`config.mk`:
```
export PLATFORM = sky130hd
export DESIGN_NAME = free_list_flat
export DESIGN_NICKNAME = d
export VERILOG_FILES = /design/src/rtl/free_list_if.sv /design/src/rtl/free_list.sv /design/src/flat_wrapper.sv
export SDC_FILE = /design/constraint.sdc
export NUM_CORES = 1
export LEC_CHECK = 0
export BUFFER_PORTS_ARGS = -buffer_cell sky130_fd_sc_hd__buf_4
export CAP_MARGIN = 10
export CORE_MARGIN = 2
export CORE_UTILIZATION = 25
export CTS_CLUSTER_SIZE = 8
export DETAILED_ROUTE_END_ITERATION = 10
export GPL_ROUTABILITY_DRIVEN = 0
export PLACE_DENSITY = 0.46
export SETUP_SLACK_MARGIN = 0.1
export SYNTH_ARGS = -nofsm -noshare
export SYNTH_HDL_FRONTEND = slang
export SYNTH_SLANG_ARGS = --single-unit
export TNS_END_PERCENT = 10
```
`constraint.sdc`:
```
create_clock -name clock -period 7.3 [get_ports clock]
set_input_delay 1.46 -clock clock [delete_from_list [all_inputs] [get_ports clock]]
set_output_delay 1.46 -clock clock [all_outputs]
set_load 0.1 [all_outputs]
```
`src/rtl/free_list_if.sv`:
```
// rtl/free_list_if.sv - dispatch/retire/grant bundle between rename logic and the free list
interface free_list_if #(
    parameter int N_WAY    = 2,
    parameter int CDB_BITS = 6,
    parameter int FL_DEPTH = 32
);
    localparam int CW = $clog2(FL_DEPTH) + 1;

    logic [N_WAY-1:0]          dis_req;
    logic                      branch_haz;
    logic [N_WAY-1:0]          retire_valid;
    logic [N_WAY*CDB_BITS-1:0] retire_told;
    logic [N_WAY*CDB_BITS-1:0] pr_freelist;
    logic [CW-1:0]             free_count;
    logic                      fl_empty;

    modport master (
        output dis_req, branch_haz, retire_valid, retire_told,
        input  pr_freelist, free_count, fl_empty
    );

    modport slave (
        input  dis_req, branch_haz, retire_valid, retire_told,
        output pr_freelist, free_count, fl_empty
    );
endinterface

```
`src/rtl/free_list.sv`:
```
// rtl/free_list.sv - circular FIFO of free physical tags with speculative and architectural heads
module free_list #(
    parameter int N_WAY     = 2,
    parameter int CDB_BITS  = 6,
    parameter int ARCH_REGS = 32,
    parameter int PR_NUM    = 64,
    parameter int FL_DEPTH  = 32
) (
    input  logic          clock,
    input  logic          reset,
    free_list_if.slave    fl
);
    localparam int IW = $clog2(FL_DEPTH);
    localparam int PW = IW + 1;
    localparam int INIT_FREE = PR_NUM - ARCH_REGS - 1;
    localparam logic [PW-1:0] ONE = PW'(1);

    logic [CDB_BITS-1:0] mem_q [FL_DEPTH];
    logic [PW-1:0] spec_head_q, spec_head_d;
    logic [PW-1:0] arch_head_q, arch_head_d;
    logic [PW-1:0] tail_q, tail_d;

    logic [PW-1:0] free_cnt, grant_cnt, push_cnt, rd_ptr, wr_ptr;
    logic [N_WAY-1:0]          wr_en;
    logic [IW-1:0]             wr_idx [N_WAY];
    logic [N_WAY*CDB_BITS-1:0] grant;

    // Grants read the state as of this cycle only; pushes land for the next cycle.
    always_comb begin
        free_cnt  = tail_q - spec_head_q;
        grant     = '0;
        grant_cnt = '0;
        push_cnt  = '0;
        rd_ptr    = '0;
        wr_ptr    = '0;
        wr_en     = '0;
        for (int i = 0; i < N_WAY; i++) begin
            wr_idx[i] = '0;
        end
        for (int i = 0; i < N_WAY; i++) begin
            if (fl.dis_req[i] && !fl.branch_haz && (grant_cnt < free_cnt)) begin
                rd_ptr = spec_head_q + grant_cnt;
                grant[i*CDB_BITS +: CDB_BITS] = mem_q[rd_ptr[IW-1:0]];
                grant_cnt = grant_cnt + ONE;
            end
            if (fl.retire_valid[i] && (fl.retire_told[i*CDB_BITS +: CDB_BITS] != '0)) begin
                wr_ptr    = tail_q + push_cnt;
                wr_en[i]  = 1'b1;
                wr_idx[i] = wr_ptr[IW-1:0];
                push_cnt  = push_cnt + ONE;
            end
        end
        tail_d      = tail_q + push_cnt;
        arch_head_d = arch_head_q + push_cnt;
        spec_head_d = fl.branch_haz ? (arch_head_q + push_cnt) : (spec_head_q + grant_cnt);
    end

    always_ff @(posedge clock) begin
        if (!reset) begin
            for (int k = 0; k < FL_DEPTH; k++) begin
                mem_q[k] <= (k < INIT_FREE) ? CDB_BITS'(ARCH_REGS + 1 + k) : '0;
            end
            spec_head_q <= '0;
            arch_head_q <= '0;
            tail_q      <= PW'(INIT_FREE);
        end else begin
            for (int i = 0; i < N_WAY; i++) begin
                if (wr_en[i]) begin
                    mem_q[wr_idx[i]] <= fl.retire_told[i*CDB_BITS +: CDB_BITS];
                end
            end
            spec_head_q <= spec_head_d;
            arch_head_q <= arch_head_d;
            tail_q      <= tail_d;
        end
    end

    assign fl.pr_freelist = grant;
    assign fl.free_count  = free_cnt;
    assign fl.fl_empty    = (free_cnt == '0);

    // Occupancy is bounded by the tag count, so this can only fire on a protocol error upstream.
    assert property (@(posedge clock) disable iff (!reset) free_cnt <= PW'(FL_DEPTH));
endmodule

```
`src/flat_wrapper.sv`:
```
// flat-port wrapper written by rule: the top's interface ports become plain ports
module free_list_flat 
#(
    parameter int N_WAY     = 2,
    parameter int CDB_BITS  = 6,
    parameter int ARCH_REGS = 32,
    parameter int PR_NUM    = 64,
    parameter int FL_DEPTH  = 32
)
  (clock, reset, fl_dis_req, fl_branch_haz, fl_retire_valid, fl_retire_told, fl_pr_freelist, fl_free_count, fl_fl_empty);
  free_list_if #(.N_WAY(N_WAY), .CDB_BITS(CDB_BITS), .FL_DEPTH(FL_DEPTH)) fl_i ();
  input  logic clock;
  input  logic reset;
  input wire logic [$bits(fl_i.dis_req)-1:0] fl_dis_req;
  input wire logic [$bits(fl_i.branch_haz)-1:0] fl_branch_haz;
  input wire logic [$bits(fl_i.retire_valid)-1:0] fl_retire_valid;
  input wire logic [$bits(fl_i.retire_told)-1:0] fl_retire_told;
  output wire logic [$bits(fl_i.pr_freelist)-1:0] fl_pr_freelist;
  output wire logic [$bits(fl_i.free_count)-1:0] fl_free_count;
  output wire logic [$bits(fl_i.fl_empty)-1:0] fl_fl_empty;
  assign fl_i.dis_req = fl_dis_req;
  assign fl_i.branch_haz = fl_branch_haz;
  assign fl_i.retire_valid = fl_retire_valid;
  assign fl_i.retire_told = fl_retire_told;
  assign fl_pr_freelist = fl_i.pr_freelist;
  assign fl_free_count = fl_i.free_count;
  assign fl_fl_empty = fl_i.fl_empty;
  free_list #(.N_WAY(N_WAY), .CDB_BITS(CDB_BITS), .ARCH_REGS(ARCH_REGS), .PR_NUM(PR_NUM), .FL_DEPTH(FL_DEPTH)) u_core (.clock(clock), .reset(reset), .fl(fl_i));
endmodule
```
# After elaboration in Yosys (flattened, before gate mapping)
# Memories as Yosys holds them, arrays and structs flattened. A register that Yosys moved wholly into a read port is not among the register bits.
# Cells that the tools add are included.
[op_classes] add_sub_neg=8 n_mul=0 div=0 order_cmp=2 n_eq_ne=0 n_shift=0 n_mux=25 n_bitwise=0 n_reduce_logical=12
[ops] op="$mux W6" n=7
[ops] op="$mux W5" n=5
[ops] op="$add A6 B6 Y6" n=3
[ops] op="$mux W1" n=13
[ops] op="$reduce_bool A6 Y1" n=2
[ops] op="$reduce_or A6 Y1" n=2
[ops] op="$add A5 B1 Y5" n=2
[ops] op="$logic_and A1 B1 Y1" n=6
[ops] op="$logic_not A6 Y1" n=1
[ops] op="$lt A1 B6 Y1" n=1
[ops] op="$lt A1 B6 Y1 const A" n=1
[ops] op="$sub A6 B6 Y6" n=1
[ops] op="$add A1 B1 Y2 const B" n=2
[ops] op="$logic_not A1 Y1" n=1
[word_totals] reg_bits=18 latch_bits=0 ram_bits=192 rom_bits=0 in_bits=19 output_inout_bits=19 wordCells=51 memories=1
[mem_list] name="u_core.mem_q" depth=32 width=6 rd=2 rd_clocked_by_memory_dff=1 write_ports=32 line="free_list.sv:18" rtl="logic [CDB_BITS-1:0] mem_q [FL_DEPTH];"

# Longest topological paths before layout
# Gate-level depths: netlist (run 1).
[logic_depth] word_depth=10 depth_mapped=20 depth_no_buf=18

# Least setup slack after synthesis (run 1)
# Ideal clock, no wire load.
[synth_path] path_kind="register to output" start="register u_core.spec_head_q[2]" end="output fl_pr_freelist[11]" t_arrival_ps=6944 required_ps=5840 slack_ps=-1104 path_stages_with_launch=21 path_buffers=5 cell_sequence="dfxtp_1 clkbuf_1 clkbuf_1 inv_1 clkbuf_1 ha_1 a21o_1 a21oi_1 xnor2_1 or4_1 o311ai_2 inv_1 ha_1 ha_1 clkbuf_1 clkbuf_1 mux4_2 mux2i_1 a22oi_1 o221ai_1 nor2_1"
[synth_via] elab_chain_cells=7
[synth_rtl] element="from (decl)" line="free_list.sv:19" rtl="logic [PW-1:0] spec_head_q, spec_head_d;"
[synth_rtl] element="from (signal assigned)" line="free_list.sv:72" rtl="spec_head_q <= spec_head_d;"
[synth_rtl] element="$sub A6 B6 Y6 *" line="free_list.sv:30" rtl="free_cnt = tail_q - spec_head_q;"
[synth_rtl] element="net fl_free_count[4]" line="flat_wrapper.sv:19" rtl="output wire logic [$bits(fl_i.free_count)-1:0] fl_free_count;"
[synth_rtl] element="$lt A1 B6 Y1" line="free_list.sv:41" rtl="if (fl.dis_req[i] && !fl.branch_haz && (grant_cnt < free_cnt)) begin"
[synth_rtl] element="$logic_and A1 B1 Y1" line="free_list.sv:41"
[synth_rtl] element="$mux W1" line="free_list.sv:41"
[synth_rtl] element="$add A5 B1 Y5 or $lt A1 B6 Y1 (tied branches)" line="free_list.sv:42, free_list.sv:41"
[synth_rtl] element="$mem_v2 Z32 W6 or $logic_and A1 B1 Y1 (tied branches)"
[synth_rtl] element="$mux W6 *" line="free_list.sv:41"
[synth_rtl] element="to (decl)" line="flat_wrapper.sv:18" rtl="output wire logic [$bits(fl_i.pr_freelist)-1:0] fl_pr_freelist;"
# Mark *: on every way through the listed nets, which the timed path passes. The rest lies on a longest branch.

# Worst setup path after layout (run 1)
[layout_path] start="register u_core.tail_q[0]" end="output fl_pr_freelist[11]"
[layout_via] elab_chain_cells=7
[layout_rtl] element="from (decl)" line="free_list.sv:21" rtl="logic [PW-1:0] tail_q, tail_d;"
[layout_rtl] element="from (signal assigned)" line="free_list.sv:65" rtl="tail_q <= PW'(INIT_FREE);"
[layout_rtl] element="from (signal assigned)" line="free_list.sv:74" rtl="tail_q <= tail_d;"
[layout_rtl] element="$sub A6 B6 Y6 *" line="free_list.sv:30"
[layout_rtl] element="$lt A1 B6 Y1" line="free_list.sv:41"
[layout_rtl] element="$logic_and A1 B1 Y1" line="free_list.sv:41"
[layout_rtl] element="$mux W1" line="free_list.sv:41"
[layout_rtl] element="$add A5 B1 Y5 or $lt A1 B6 Y1 (tied branches)" line="free_list.sv:42, free_list.sv:41"
[layout_rtl] element="$mem_v2 Z32 W6 or $logic_and A1 B1 Y1 (tied branches)"
[layout_rtl] element="$mux W6 *" line="free_list.sv:41"
# Every way passes the cells marked *; elsewhere a longest branch is shown, timed or not.

==> impl_metrics.json, run 1 <==
{
  "worst_pin_slew_ns": 1.28,
  "pin_count": 38,
  "leakagePower_uw": 0.00439,
  "reg2reg_depth": 19,
  "ir_worst_vdd_mv": 0.179,
  "numCtsBuffers": 30,
  "yosysTopAreaCell": "edfxtp_1",
  "period_share_pct": 96.0,
  "slew_violations": 0,
  "required_ns": 5.84,
  "outcome": "complete, no violations",
  "syn_inst": 1063,
  "rows": 83,
  "ys.flop_type": "edfxtp_1",
  "max_freq_ghz": 0.143,
  "synth_edf_count": 192,
  "cts.sinks": 210,
  "setup.worst_path.end_class": "primary output",
  "syn_to_final_growth_pct": 15.1,
  "ctsRootBufferMaster": "clkbuf_16",
  "clkSlewWorstSetupHoldPaths_ns": 0.06,
  "crit_path_start_kind": "flip-flop",
  "worstSetupPathType": "flip-flop to primary output",
  "min_period_ns": 7.01,
  "drt_iter0_markers": 1093,
  "crit_path_max_fanout": 12,
  "yosys.area_share.simple_pct": 10.2,
  "setup_violations": 0,
  "firstDrtPassIters": 5,
  "hold_depth": 2,
  "core_area_mm2": 0.0515,
  "die_area_mm2": 0.0542,
  "arrival_ns": 5.55,
  "grt_overflow_total": 0,
  "antenna_found_initial": 2,
  "synth.most_common_cell": "edfxtp_1",
  "finalNetCount": 1110,
  "grt_pass1_wl_um": 72700,
  "syn-cell-area_mm2": 0.0131,
  "rsz0062_at_grt": "yes",
  "synth_fa_ha_area_share_pct": 2.24,
  "final_cell_count_no_fill": 1762,
  "drc": 0,
  "syn-num-nets": 1103,
  "setup_tns_ns": 0,
  "synthXorXnorAreaFrac_pct": 1.34,
  "portBuffers": 37,
  "grt_pass1_vias": 9984,
  "synth_top_family_by_area": "multiplexers",
  "power_per_cell_area_mw_per_mm2": 264,
  "post_drt_wl_per_cell_um": 28.6,
  "ys_warn_count": 0,
  "postSynthAreaPerCell_um2": 12.3,
  "slew_headroom_pct": 14.4,
  "worstPathCellList": "inv_1 -> ha_1 -> inv_1 -> fa_1 -> a21o_1 -> a21oi_1 -> xnor2_2 -> or4_1 -> o311ai_2 -> buf_4 -> inv_1 -> ha_4 -> buf_8 -> mux4_2 -> mux2i_1 -> a22oi_1 -> o221ai_1 -> nor2_4 -> buf_4",
  "synth.distinct_cells": 61,
  "dp.cells": 1715,
  "drive_above_1_share_pct": 22.8,
  "grt_util_all_layers_pct": 18.6,
  "synthMuxAreaShare_pct": 20.4,
  "worstSkewPairLatency_ns": 0.60,
  "ctsLongestPathBuffers": 3,
  "drv_cap": 0,
  "synthTopCellsByArea": "edfxtp_1 44%, mux4_2 17%, o22a_1 5.0%",
  "holdWs_ns": 0.513,
  "htree_levels": 1,
  "ys_seq_elements": 210,
  "cp_slowest_cell": "or4_1",
  "synthArstFlopShare_pct": 0,
  "hold_class": "flip-flop to flip-flop",
  "initial_utilization_pct": 25.4,
  "hold_viol_final": 0,
  "drtAntennaViolNets": 0,
  "vias_per_cell": 5.81,
  "dieWidth_um": 233,
  "die_h_um": 233,
  "cp_common_cell": "inv_1",
  "cts_tree": "built",
  "cpPeakStageDelay_ns": 0.58,
  "synth_compound_area_share_pct": 15.3,
  "skew_ns": 0.0334,
  "synth_top_area_share_pct": 44.1,
  "dp_hpwl_um": 35200,
  "vias": 10200,
  "synth_commonest_cells": "192 x edfxtp_1, 96 x mux4_2, 88 x o22ai_1",
  "wirelength_um": 50400,
  "ys_seq_area_share_pct": 46.8,
  "grt_max_degree": 45
}
==> per-layer routing <==
layer  GRT usage, %  part of all wire (%)
met1           25.0                    41
met5              0                     0
met2           29.3                    46
met4           7.66                   4.1
met3           3.63                   9.5
==> logic make-up after synthesis <==
group	after synthesis
adders and majority gates	21
AOI/OAI and AO/OA	265
xor gates and xnor gates	20
and+or+nand+nor	281
muxes	144
buffers and inverters	122
DFF	210
==> through the flow <==
stage                     power, µW  instance area [µm²]  util, %  worst slack (ns)
after floorplan                2330                13200        -             0.144
after global placement         2690                14200     27.5             0.640
after detailed placement       2700                14200     27.5             0.572
after CTS                      4000                15000     29.2             0.119
after global routing           4130                15100     29.2            0.0325
final                          3980                15100     29.2             0.292
==> critical path, delay by kind of cell (launching register included) <==
kind | cells | cell delay (ns)
compound gates | 5 | 1.12
xor+xnor | 1 | 0.09
fa+ha+maj | 3 | 1.03
buf+inv | 6 | 0.92
flops | 1 | 0.33
mux | 2 | 0.83
simple gates | 2 | 0.64
==> placed cells by master, fill, tap and decap left out, drive strengths merged, types with 29 or more instances in the layout <==
cell,count
a22oi,42
buf,66
clkbuf,42
edfxtp,192
inv,30
mux2i,29
mux4,96
nand2,88
nand3,70
nor2,60
o22a,74
o22ai,88
==> registers in the layout, summed over array words and instances, names as in the netlist <==
| register | cells |
|---|---|
| u_core.mem_q | 192 |
| u_core.arch_head_q | 6 |
| u_core.spec_head_q | 6 |
| u_core.tail_q | 6 |
==> where the power goes <==
group,internal [µW],leakage [µW],total [µW],switching (µW)
registers,1370,0.00175,1420,43.6
clock network,752,0.000401,1290,535
logic,432,0.00224,1280,846
total,2560,0.00439,3980,1420
==> what timing repair did <==
action / 4_1_cts / 5_1_grt
resized for setup: 1 / 2
hold endpoints to repair: 0 / 0
hold buffers: 0 / 0
endpoints found under the setup margin: 6 / 6
pin swaps: 1 / 1
buffers inserted: 1 / 2
==> final timing paths <==
kind / start / to / slack (ns)
worst max-delay path: u_core.tail_q[0] / fl_pr_freelist[11] / 0.29
worst min register to register: u_core.arch_head_q[5] / u_core.arch_head_q[5] / 0.51
worst max register to register: u_core.tail_q[0] / u_core.spec_head_q[4] / 2.80
worst min-delay path: u_core.arch_head_q[5] / u_core.arch_head_q[5] / 0.51
==> area by class of cell <==
type,instances,area (µm²)
inverter,31,116
clock buffer,42,806
tap,680,851
clock inverter,1,30.0
multi-input combinational,731,6600
antenna,1,2.50
sequential,210,6130
fill,5300,36400
timing repair buffer,66,528
Power figures use the tool's default switching activity.
==> run 2: changes to the inputs <==
==> constraint.sdc (replaced) <==
create_clock -name clock -period 6.9 [get_ports clock]
set_input_delay 1.38 -clock clock [delete_from_list [all_inputs] [get_ports clock]]
set_output_delay 1.38 -clock clock [all_outputs]
set_load 0.1 [all_outputs]
==> impl_metrics.json, run 2 (synthesized netlist as in run 1, its figures left out) <==
{
  "final_common_cell": "edfxtp_1",
  "cp_common_cell": "inv_1",
  "period_share_pct": 95.5,
  "cts-hold-fix-buffers": 0,
  "ctsLongestPathBuffers": 3,
  "crit_buf_inv": 5,
  "leakagePower_uw": 0.00443,
  "reg2reg_depth": 18,
  "cts.sinks": 210,
  "firstDrtPassIters": 5,
  "grt_overflow_total": 0,
  "clkSlewWorstSetupHoldPaths_ns": 0.05,
  "grt_use_met1_pct": 24.2,
  "dp_hpwl_um": 35300,
  "finalNetCount": 1113,
  "power_per_cell_area_mw_per_mm2": 280,
  "crit_start": "u_core.tail_q[0]",
  "largest_register_ffs": 192,
  "dieWidth_um": 233,
  "largest-register": "u_core.mem_q",
  "numCtsBuffers": 30,
  "pin_count": 38,
  "drv_cap": 0,
  "rows": 83,
  "hold_depth": 2,
  "slew_headroom_pct": 13.0,
  "post_drt_wl_per_cell_um": 28.9,
  "drc": 0,
  "required_ns": 5.52,
  "hold_viol_final": 0,
  "initial_utilization_pct": 25.4,
  "setup.worst_path.end_class": "primary output",
  "ctsRootBufferMaster": "clkbuf_16",
  "grt_pass1_vias": 10100,
  "ir_worst_vdd_mv": 0.199,
  "die_area_mm2": 0.0542,
  "mostFrequentLayoutCells": "192 x edfxtp_1, 96 x mux4_2, 88 x o22ai_1, 84 x nand2_1, 74 x o22a_1",
  "hold_end": "u_core.arch_head_q[5]",
  "utilization_pct": 29.5,
  "r2r_slack_ns": 2.09,
  "core_area_mm2": 0.0515,
  "setup_violations": 0,
  "htree_levels": 1,
  "portBuffers": 37,
  "r2r-end": "u_core.spec_head_q[4]",
  "antenna_found_initial": 0,
  "cpPeakStageDelay_ns": 0.62,
  "arrival_ns": 5.21,
  "max_freq_ghz": 0.152,
  "die_h_um": 233,
  "slew_violations": 0,
  "timing.rr.start": "u_core.tail_q[0]",
  "num_antenna_cells": 0,
  "worst_pin_slew_ns": 1.30,
  "grt_util_all_layers_pct": 18.6,
  "drt_iter0_markers": 1272,
  "hp-start": "u_core.arch_head_q[5]",
  "vias": 10300,
  "cp_slowest_cell": "or4_1",
  "syn_to_final_growth_pct": 16.1,
  "setup_tns_ns": 0,
  "vias_per_cell": 5.81,
  "wirelength_um": 51000,
  "grt_util_met2_pct": 30.3,
  "rsz0062_at_grt": "no",
  "drive_above_1_share_pct": 24.4,
  "worstSkewPairLatency_ns": 0.58,
  "drtAntennaViolNets": 0,
  "crit_path_max_fanout": 8,
  "crit_path_start_kind": "flip-flop",
  "hold_class": "flip-flop to flip-flop",
  "skew_ns": 0.0283,
  "min_period_ns": 6.59,
  "cp_top_family": "compound AO/OA/AOI/OAI gates",
  "worstSetupPathType": "flip-flop to primary output",
  "outcome": "complete, no violations",
  "worstPathCellList": "inv_1 -> ha_1 -> inv_1 -> fa_1 -> a21o_1 -> a21oi_2 -> xnor2_2 -> or4_1 -> o311ai_4 -> inv_2 -> ha_4 -> buf_4 -> mux4_2 -> mux2i_1 -> a22oi_2 -> o221ai_1 -> nor2_4 -> buf_6",
  "cts_tree": "built",
  "grt_max_degree": 45,
  "met3_usage_pct": 2.62,
  "grt_pass1_wl_um": 72800,
  "grt_busiest_layer": "met2"
}
-- run 2: cell types whose count changed in the layout (fill, tap and decap cells not counted), moves of 3 or more --
| cell | delta |
|---|---|
| a22oi_1 | -6 |
| buf_6 | +3 |
| a22oi_2 | +6 |
| mux2i_2 | +3 |
| mux2i_1 | -3 |
-- run 2: layer usage --
| metal | vias to the layer above | routed length (µm) |
|---|---|---|
| li1 | 4327 | - |
| met1 | 5184 | 20400 |
| met2 | 622 | 23600 |
| met3 | 127 | 4330 |
| met4 | 0 | 2690 |
| met5 | - | 0 |
-- run 2: final cells by class --
type	instances	area [µm²]
repair buffers	69	594
clock inverters	1	16.3
multi-input cells	731	6680
clock buffers	43	810
well taps	680	851
inverters	31	116
flip-flops and latches	210	6130
fillers	5270	36300
-- run 2: power breakdown --
part           leakage, µW  switching [µW]  internal (µW)
Clock             0.000398             560            794
Combinational      0.00228             912            485
Sequential         0.00175            43.3           1450
Total              0.00443            1510           2730
-- run 2: worst min-delay path: stages, from the launching register on --
cell and delay (ns):
dfxtp_1 0.32, xor2_1 0.09, nor2_1 0.08
-- run 2: worst max-delay path by stage --
stage / cells after the start / end / slack [ns]
after floorplan: 18 / fl_pr_freelist[10] / 0.13
after global placement: 17 / fl_pr_freelist[6] / 0.52
after detailed placement: 17 / fl_pr_freelist[6] / 0.49
after CTS: 19 / fl_pr_freelist[7] / 0.05
after global routing: 18 / fl_pr_freelist[9] / 0.15
final: 18 / fl_pr_freelist[11] / 0.31
-- run 2: timing repair --
item	in CTS	in global routing
setup buffers	3	1
pin swaps	1	2
resized for setup	7	18
cloned	0	1
endpoints found under the hold margin	0	0
endpoints found under the setup margin	6	6
-- run 2: stage by stage --
stage | area, µm² | total power, µW | hold WS, ns | setup WS, ns | cells
floorplan | 13200 | 2470 | 0.473 | 0.132 | 1063
global placement | 14200 | 2850 | 0.511 | 0.524 | 1716
detailed placement | 14200 | 2860 | 0.512 | 0.490 | 1716
CTS | 15100 | 4230 | 0.527 | 0.0505 | 1763
global route | 15200 | 4390 | 0.571 | 0.145 | 1765
finish | 15200 | 4250 | 0.520 | 0.311 | 1765
==> run 3: changes to the inputs <==
--- a/config.mk
+++ b/config.mk
@@ -5,11 +5,11 @@
 export SDC_FILE = /design/constraint.sdc
 export NUM_CORES = 1
 export LEC_CHECK = 0
-export BUFFER_PORTS_ARGS = -buffer_cell sky130_fd_sc_hd__buf_4
+export ABC_AREA = 1
+export BUFFER_PORTS_ARGS = -buffer_cell sky130_fd_sc_hd__buf_2
 export CAP_MARGIN = 10
 export CORE_MARGIN = 2
 export CORE_UTILIZATION = 25
-export CTS_CLUSTER_SIZE = 8
 export DETAILED_ROUTE_END_ITERATION = 10
 export GPL_ROUTABILITY_DRIVEN = 0
 export PLACE_DENSITY = 0.46
==> impl_metrics.json, run 3 <==
{
  "syn-cell-area_mm2": 0.0147,
  "numCtsBuffers": 26,
  "period_share_pct": 95.3,
  "synth.most_common_cell": "nand2_1",
  "r2r_slack_ns": 3.04,
  "mostFrequentLayoutCells": "684 x nand2_1, 452 x nand3_1, 192 x edfxtp_1, 144 x nor2_1, 120 x o21ai_0",
  "cts_tree": "built",
  "synthTopCellsByArea": "edfxtp_1 39%, nand2_1 18%, nand3_1 15%",
  "htree_levels": 1,
  "syn_inst": 2062,
  "portBuffers": 37,
  "outcome": "complete, no violations",
  "grt_overflow_total": 0,
  "largest_register_ffs": 192,
  "cts_setup_buffers": 0,
  "leakagePower_uw": 0.00648,
  "synth.distinct_cells": 39,
  "wirelength_um": 66200,
  "setup_tns_ns": 0,
  "utilization_pct": 28.3,
  "core_area_mm2": 0.0578,
  "yosys.area_share.simple_pct": 40.8,
  "antenna_found_initial": 2,
  "fillers": 6267,
  "synth_top_family_by_area": "simple AND/OR/NAND/NOR gates",
  "final_common_cell": "nand2_1",
  "crit_path_start_kind": "flip-flop",
  "finalNetCount": 2056,
  "final_cell_count_no_fill": 2799,
  "worstSkewPairLatency_ns": 0.59,
  "hold_viol_final": 0,
  "skew_ns": 0.0326,
  "vias_per_cell": 5.34,
  "drive_above_1_share_pct": 8.80,
  "setup.worst_path.end_class": "primary output",
  "crit_path_max_fanout": 25,
  "worstSetupPathType": "flip-flop to primary output",
  "postSynthAreaPerCell_um2": 7.11,
  "ys_seq_area_share_pct": 41.8,
  "worst_pin_slew_ns": 1.31,
  "num_antenna_cells": 0,
  "hold_end": "u_core.arch_head_q[5]",
  "largest-register": "u_core.mem_q",
  "r2r-end": "u_core.spec_head_q[4]",
  "drc": 0,
  "ys_warn_count": 0,
  "ctsLongestPathBuffers": 3,
  "vias": 14900,
  "syn-num-nets": 2102,
  "grt_pass1_wl_um": 96100,
  "ir_worst_vdd_mv": 0.186,
  "setup_violations": 0,
  "crit_buf_inv": 5,
  "reg2reg_depth": 17,
  "hold_depth": 2,
  "dp_hpwl_um": 44500,
  "rsz0062_at_grt": "yes",
  "hp-start": "u_core.arch_head_q[5]",
  "ys.flop_type": "edfxtp_1",
  "slew_violations": 0,
  "cp_slowest_cell": "clkinvlp_4",
  "grt_util_all_layers_pct": 21.7,
  "slew_headroom_pct": 12.8,
  "die_h_um": 246,
  "synth_top_area_share_pct": 39.3,
  "synthArstFlopShare_pct": 0,
  "clkSlewWorstSetupHoldPaths_ns": 0.05,
  "synth_commonest_cells": "684 x nand2_1, 452 x nand3_1, 192 x edfxtp_1",
  "power_per_cell_area_mw_per_mm2": 283,
  "die_area_mm2": 0.0606,
  "timing.rr.start": "u_core.spec_head_q[2]",
  "dp.cells": 2753,
  "drtAntennaViolNets": 0,
  "max_freq_ghz": 0.152,
  "cts-hold-fix-buffers": 0,
  "synthMuxAreaShare_pct": 0,
  "syn_to_final_growth_pct": 11.4,
  "synthXorXnorAreaFrac_pct": 0.716,
  "dieWidth_um": 246,
  "cp_common_cell": "nand2_1",
  "ys_seq_elements": 210,
  "worstPathCellList": "inv_1 -> ha_1 -> a21oi_1 -> nand2_1 -> nand2_1 -> nand3_1 -> nor2_1 -> nand3_1 -> nand2_1 -> inv_1 -> ha_4 -> ha_1 -> xnor2_2 -> buf_4 -> clkinvlp_4 -> nand3_1 -> nand3_1 -> nand2_1 -> nand2_1 -> nand2_1 -> nor2_1 -> buf_12",
  "cts.sinks": 210,
  "arrival_ns": 5.19,
  "cpPeakStageDelay_ns": 0.50,
  "hold_class": "flip-flop to flip-flop",
  "drv_cap": 0,
  "synth_compound_area_share_pct": 7.35,
  "required_ns": 5.52,
  "synth_edf_count": 192,
  "min_period_ns": 6.57,
  "initial_utilization_pct": 25.4,
  "grt_max_degree": 97,
  "post_drt_wl_per_cell_um": 23.7,
  "drt_iter0_markers": 2159,
  "yosysTopAreaCell": "edfxtp_1",
  "firstDrtPassIters": 6,
  "grt_pass1_vias": 13700,
  "cp_top_family": "buffers and inverters",
  "synth_fa_ha_area_share_pct": 2.00,
  "finalPower_uw": 4630,
  "rows": 88,
  "pin_count": 38,
  "ctsRootBufferMaster": "clkbuf_16"
}
## run 3: cell count changes after synthesis, sizes merged, moves of 83 or more
cell   before  now
nand2      88  691
nand3      70  463
o21ai       8  173
nor2       60  173
mux4       96    0
inv        30  113
## run 3: report_power, final
group	internal [µW]	total (µW)	leakage [µW]	switching (µW)
clock	739	1310	0.000383	574
sequential	1450	1500	0.00175	48.9
combinational	412	1820	0.00435	1400
total	2600	4630	0.00648	2030
## run 3: how the worst max path moves through the flow
stage / start / end / slack (ns) / depth (start not counted)
floorplan: u_core.spec_head_q[1] / fl_pr_freelist[9] / 0.1 / 22
global placement: u_core.spec_head_q[2] / fl_pr_freelist[8] / 1.00 / 22
detailed placement: u_core.spec_head_q[2] / fl_pr_freelist[7] / 0.96 / 22
CTS: u_core.spec_head_q[2] / fl_pr_freelist[7] / 0.37 / 22
global route: u_core.spec_head_q[2] / fl_pr_freelist[7] / 0.01 / 22
finish: u_core.spec_head_q[2] / fl_pr_freelist[7] / 0.33 / 22
## run 3: what timing repair did
| item | CTS | global route |
|---|---|---|
| resized for setup | 0 | 2 |
| setup endpoints to repair | 0 | 6 |
| hold endpoints to repair | 0 | 0 |
## run 3: final cells by class
| class | instances | area [µm²] | area share [%] |
|---|---|---|---|
| clock inverter | 10 | 82.6 | 0.505 |
| timing repair buffer | 70 | 548 | 3.35 |
| multi-input combinational | 1593 | 7490 | 45.8 |
| clock buffer | 36 | 698 | 4.27 |
| sequential | 210 | 6130 | 37.5 |
| inverter | 115 | 437 | 2.67 |
| tap | 765 | 957 | 5.86 |
## run 3: logic make-up (layout without fill, tap and decap cells)
| family | after synthesis | in the layout |
|---|---|---|
| AOI/OAI and AO/OA | 210 | 210 |
| xor gates and xnor gates | 12 | 12 |
| adders and majority gates | 21 | 21 |
| buffers and inverters | 259 | 231 |
| DFF | 210 | 210 |
| and+or+nand+nor | 1350 | 1350 |
## run 3: routing by layer
layer,vias up,wire (µm),track usage (%)
met4,2,2900,8.59
met1,7116,27900,30.0
met5,-,12,0
met2,856,29400,34.2
met3,142,5980,2.65
li1,6823,-,-
## run 3: worst min-delay path, delay by kind of cell, from the launching register on
kind,cells,cell delay (ns)
AND/OR/NAND/NOR,1,0.07
flip-flops,1,0.30
AO/OA/AOI/OAI,1,0.06
## run 3: through the flow
stage	setup slack [ns]	instance area [µm²]	hold WS [ns]
global placement	1.00	15600	0.478
floorplan	0.0973	14700	0.451
detailed placement	0.964	15600	0.484
CTS	0.366	16300	0.493
global route	0.0123	16300	0.516
finish	0.328	16300	0.488
